==> config.mk <==
export PLATFORM = sky130hd
export DESIGN_NAME = tap_controller
export DESIGN_NICKNAME = d
export VERILOG_FILES = /design/src/rtl/tap_controller.sv
export SDC_FILE = /design/constraint.sdc
export NUM_CORES = 1
export LEC_CHECK = 0
export CAP_MARGIN = 20
export CORE_UTILIZATION = 50
export CTS_BUF_LIST = sky130_fd_sc_hd__clkbuf_4 sky130_fd_sc_hd__clkbuf_8
export DETAILED_ROUTE_END_ITERATION = 16
export PLACE_DENSITY = 0.69
export SYNTH_ARGS = -nofsm -noshare
export SYNTH_HDL_FRONTEND = slang
export SYNTH_SLANG_ARGS = --single-unit
==> constraint.sdc <==
create_clock -name TCK -period 1.65 [get_ports TCK]
set_input_delay 0.165 -clock TCK [delete_from_list [all_inputs] [get_ports TCK]]
set_output_delay 0.165 -clock TCK [all_outputs]
set_load 0.005 [all_outputs]
==> src/rtl/tap_controller.sv <==
// IEEE 1149.1-style TAP controller: 16-state TMS FSM, IR, BYPASS and IDCODE registers,
// boundary-scan strobes and TDO selection between the JTAG pins and the BSR ends.
module tap_controller #(
    parameter int unsigned IR_WIDTH     = 4,
    parameter logic [31:0] IDCODE_VALUE = 32'h1000_0001
) (
    input  logic       TCK,
    input  logic       TRST,
    input  logic       TMS,
    input  logic       TDI,
    output logic       TDO,
    output logic       TDOEnable,
    input  logic       BSRIn,
    output logic       BSROut,
    output logic       CaptureDR,
    output logic       ShiftDR,
    output logic       UpdateDR,
    output logic       ExtestMode,
    output logic [3:0] TapState
);

    typedef enum logic [3:0] {
        StTlr     = 4'hF,
        StRti     = 4'hC,
        StSelDr   = 4'h7,
        StCapDr   = 4'h6,
        StShDr    = 4'h2,
        StEx1Dr   = 4'h1,
        StPauseDr = 4'h3,
        StEx2Dr   = 4'h0,
        StUpdDr   = 4'h5,
        StSelIr   = 4'h4,
        StCapIr   = 4'hE,
        StShIr    = 4'hA,
        StEx1Ir   = 4'h9,
        StPauseIr = 4'hB,
        StEx2Ir   = 4'h8,
        StUpdIr   = 4'hD
    } tap_state_e;

    localparam logic [IR_WIDTH-1:0] IrExtest  = '0;
    localparam logic [IR_WIDTH-1:0] IrSample  = IR_WIDTH'(1);
    localparam logic [IR_WIDTH-1:0] IrIdcode  = IR_WIDTH'(2);
    localparam logic [IR_WIDTH-1:0] IrCapture = IR_WIDTH'(1);

    tap_state_e          state_q, state_d;
    logic [IR_WIDTH-1:0] ir_q;
    logic [IR_WIDTH-1:0] ir_shift_q;
    logic                bypass_q;
    logic [31:0]         idcode_q;
    logic                tdo_q, tdo_d;
    logic                tdo_en_q;
    logic                sel_bsr, sel_idcode, sel_bypass;

    // Unassigned codes fall through to BYPASS.
    assign sel_bsr    = (ir_q == IrExtest) || (ir_q == IrSample);
    assign sel_idcode = (ir_q == IrIdcode);
    assign sel_bypass = !sel_bsr && !sel_idcode;

    always_comb begin
        state_d = state_q;
        unique case (state_q)
            StTlr:     state_d = TMS ? StTlr     : StRti;
            StRti:     state_d = TMS ? StSelDr   : StRti;
            StSelDr:   state_d = TMS ? StSelIr   : StCapDr;
            StCapDr:   state_d = TMS ? StEx1Dr   : StShDr;
            StShDr:    state_d = TMS ? StEx1Dr   : StShDr;
            StEx1Dr:   state_d = TMS ? StUpdDr   : StPauseDr;
            StPauseDr: state_d = TMS ? StEx2Dr   : StPauseDr;
            StEx2Dr:   state_d = TMS ? StUpdDr   : StShDr;
            StUpdDr:   state_d = TMS ? StSelDr   : StRti;
            StSelIr:   state_d = TMS ? StTlr     : StCapIr;
            StCapIr:   state_d = TMS ? StEx1Ir   : StShIr;
            StShIr:    state_d = TMS ? StEx1Ir   : StShIr;
            StEx1Ir:   state_d = TMS ? StUpdIr   : StPauseIr;
            StPauseIr: state_d = TMS ? StEx2Ir   : StPauseIr;
            StEx2Ir:   state_d = TMS ? StUpdIr   : StShIr;
            StUpdIr:   state_d = TMS ? StSelDr   : StRti;
            default:   state_d = StTlr;
        endcase
    end

    always_ff @(posedge TCK or negedge TRST) begin
        if (!TRST) begin
            state_q    <= StTlr;
            ir_q       <= IrIdcode;
            ir_shift_q <= IrCapture;
            bypass_q   <= 1'b0;
            idcode_q   <= IDCODE_VALUE;
        end else begin
            state_q <= state_d;
            case (state_q)
                StTlr:   ir_q <= IrIdcode;
                StCapIr: ir_shift_q <= IrCapture;
                StShIr:  ir_shift_q <= {TDI, ir_shift_q[IR_WIDTH-1:1]};
                StUpdIr: ir_q <= ir_shift_q;
                StCapDr: begin
                    if (sel_bypass) bypass_q <= 1'b0;
                    if (sel_idcode) idcode_q <= IDCODE_VALUE;
                end
                StShDr: begin
                    if (sel_bypass) bypass_q <= TDI;
                    if (sel_idcode) idcode_q <= {TDI, idcode_q[31:1]};
                end
                default: ;
            endcase
        end
    end

    always_comb begin
        tdo_d = 1'b0;
        if (state_q == StShIr) begin
            tdo_d = ir_shift_q[0];
        end else if (state_q == StShDr) begin
            if (sel_idcode)      tdo_d = idcode_q[0];
            else if (sel_bypass) tdo_d = bypass_q;
        end
    end

    always_ff @(negedge TCK or negedge TRST) begin
        if (!TRST) begin
            tdo_q    <= 1'b0;
            tdo_en_q <= 1'b0;
        end else begin
            tdo_q    <= tdo_d;
            tdo_en_q <= (state_q == StShDr) || (state_q == StShIr);
        end
    end

    // The last BS cell already launches on negedge, so BSRIn bypasses the TDO flop.
    assign TDO        = ((state_q == StShDr) && sel_bsr) ? BSRIn : tdo_q;
    assign TDOEnable  = tdo_en_q;
    assign BSROut     = TDI;
    assign CaptureDR  = sel_bsr && (state_q == StCapDr);
    assign ShiftDR    = sel_bsr && (state_q == StShDr);
    assign UpdateDR   = sel_bsr && (state_q == StUpdDr);
    assign ExtestMode = (ir_q == IrExtest);
    assign TapState   = state_q;

endmodule

==> results.sh <==
export IMPL_synth_common_cells="dfrtp_1 (37), mux2_4 (28), nor2b_1 (28), nand2_1 (15), o21ai_0 (15)"
export IMPL_dp_cells=270
export IMPL_synth_edff_count=0
export IMPL_gp_congestion=0.852
export IMPL_die_h_um=70.1
export IMPL_path_buf_inv=1
export IMPL_end_kind="output pin"
export IMPL_finish_instance_area_sq_um=3110
export IMPL_crit_type="flop to output pin"
export IMPL_hold_viol=17
export IMPL_place_area_sq_um=2660
export IMPL_syn_cell_area_sq_um=2320
export IMPL_firstDrtPassIters=4
export IMPL_synth_area_per_cell_sq_um=12.1
export IMPL_rsz0062_at_grt="true"
export IMPL_critPathMaxStageDelay_ps=330
export IMPL_worst_slack_ps=-347
export IMPL_grt_util_all_layers_pct=23.3
export IMPL_r2r_end="tdo_q"
export IMPL_grt_pass1_vias=1722
export IMPL_finalSetupViolations=36
export IMPL_yosys_warnings=0
export IMPL_wire_per_inst_um=17.2
export IMPL_rows=24
export IMPL_cts_tree="yes"
export IMPL_yosysMostFrequentCell="dfrtp_1"
export IMPL_synth_cells=192
export IMPL_io_pins=16
export IMPL_start_kind="flop"
export IMPL_grt_pass1_wl_um=8710
export IMPL_cts_path_max_buffers=2
export IMPL_drv_slew=0
export IMPL_critPathRequiredTime_ps=1480
export IMPL_die_width_um=70.1
export IMPL_ys_seq_area_share_pct=51.2
export IMPL_area_growth_pct=34.2
export IMPL_cp_top_family="flip-flops"
export IMPL_r2r_start="TapState[1]"
export IMPL_drv_cap=0
export IMPL_synth_ff_type="dfrtp_1"
export IMPL_async_flop_share_pct=100
export IMPL_grt_start_max_net_pins=46
export IMPL_fillers=293
export IMPL_viasPerCell=5.39
export IMPL_nNetsFinal=252
export IMPL_clockRootBuffer="clkbuf_8"
export IMPL_status="finished, violations left"
export IMPL_ir_drop_uv=993
export IMPL_antenna_found_initial=0
export IMPL_htreeDepth=2
export IMPL_drc=0
export IMPL_p_per_area_nw_per_um2=1660
export IMPL_path_clk_slew_ps=110
export IMPL_synth_seq_cells=47
export IMPL_dieArea_sq_um=4910
export IMPL_vias=1617
export IMPL_insertion_delay_ps=310
export IMPL_dp_slack_ps=-338
export IMPL_rrSetupSlack_ps=-230
export IMPL_core_sq_um=4410
export IMPL_grt_overflow=0
export IMPL_power_w=0.00516
export IMPL_diodes=0
export IMPL_syn_nets=197
export IMPL_reg2reg_depth=3
export IMPL_place_hpwl_um=2910
export IMPL_violations="negative hold slack, negative setup slack"
export IMPL_clock_sinks=47
export IMPL_min_path_type="input pin to asynchronous set/reset pin"
export IMPL_relSlewSlack_pct=61.4
export IMPL_ant_nets=0
export IMPL_start_util_pct=52.5
export IMPL_crit_chain="mux2_2, buf_2"
export IMPL_synth_distinct_cells=34
export IMPL_stdcell_count=300
export IMPL_drive_gt1_share_pct=45.6
export IMPL_synth_top_area_share_pct=40.0
export IMPL_hold_slack_ps=-20.7
export IMPL_cp_max_fo=1
export IMPL_crit_arrival_ps=1830
export IMPL_yosys_area_top_type="dfrtp_1"
export IMPL_worst_path_max_delay_cell="dfrtn_1"
export IMPL_p_leak_nw=1.56
export IMPL_initialDrtViolationCount=114
export IMPL_cts_made_buffers=5
export IMPL_wl_um=5170
export IMPL_skew_ps=18.7
export IMPL_io_buffers=15
export IMPL_worst_slew_pin_slew_ps=579
export IMPL_synth_area_top_cells="dfrtp_1 (40%), mux2_4 (18%), dfstp_2 (9.1%)"
-- power by group --
group / internal [W] / switching, W
clock network: 0.000460 / 0.000434
logic: 0.00147 / 0.00115
registers: 0.00145 / 0.000190
total: 0.00338 / 0.00177
-- kinds of logic after synthesis --
group / after synthesis / share of synthesized area (%)
AOI/OAI and AO/OA: 25 / 6.16
buffers and inverters: 18 / 4.64
DFF: 47 / 51.2
muxes: 32 / 20.0
and+or+nand+nor: 70 / 18.0
-- through the flow --
stage,TNS (ps),utilization [%]
global placement,-925,60.1
detailed placement,-1630,60.1
finish,-2980,70.5
CTS,-3750,70.4
floorplan,-258,-
global route,-5220,70.5
-- cell type report --
class / count / area, sq um / area share, %
Sequential cell: 47 / 1190 / 38.2
Multi-Input combinational cell: 127 / 1100 / 35.3
Timing Repair Buffer: 61 / 624 / 20.1
Clock buffer: 5 / 68.8 / 2.21
Tap cell: 52 / 65.1 / 2.09
Clock inverter: 3 / 47.5 / 1.53
Inverter: 5 / 18.8 / 0.603
-- worst max-delay path by stage --
stage                           start  endpoint  slack, ps  cells past startpoint
after floorplan           TapState[0]     tdo_q       -180                      4
after global placement          tdo_q       TDO       -340                      2
after detailed placement        tdo_q       TDO       -340                      2
after CTS                       tdo_q       TDO       -350                      2
after global routing            tdo_q       TDO       -380                      2
final                           tdo_q       TDO       -350                      2
-- sequential cells by signal (all words and copies together) (netlist names) --
| signal | flops |
|---|---|
| ir_shift_q | 4 |
| TDOEnable | 1 |
| TapState | 4 |
| bypass_q | 1 |
| idcode_q | 32 |
| tdo_q | 1 |
| ir_q | 4 |
-- cells in the final DEF, fill, tap and decap left out, drive strengths merged, types with 2 or more instances in the layout --
cell	n
clkdlybuf4s50	4
nor4b	2
a31oi	2
nand2	16
dlygate4sd2	3
nor3b	2
clkbuf	5
mux2i	2
o21ai	15
nand3	2
buf	52
mux2	30
dfrtp	37
dfstp	8
inv	6
a21oi	3
and2	2
nor2b	28
dfrtn	2
nor4	3
nor2	6
nand2b	7
-- what timing repair did --
item                                    CTS  global route
setup buffers                            17             6
hold buffers                              0             0
endpoints found under the setup margin   40            46
resized for setup                        58             8
cloned                                    4             0
pin swaps                                 4             4
-- worst register-to-register path: stages, from the launching register on --
cell     delay, ps
dfstp_2        550
nor3b_4        250
o21ai_1        110
a31oi_1        170
-- routing by layer --
metal	GRT usage [%]	part of all wire (%)
met1	30.4	45
met2	39.1	51
met3	4.33	1.6
met4	8.00	2.4
met5	0	0
Power figures use the tool's default switching activity.
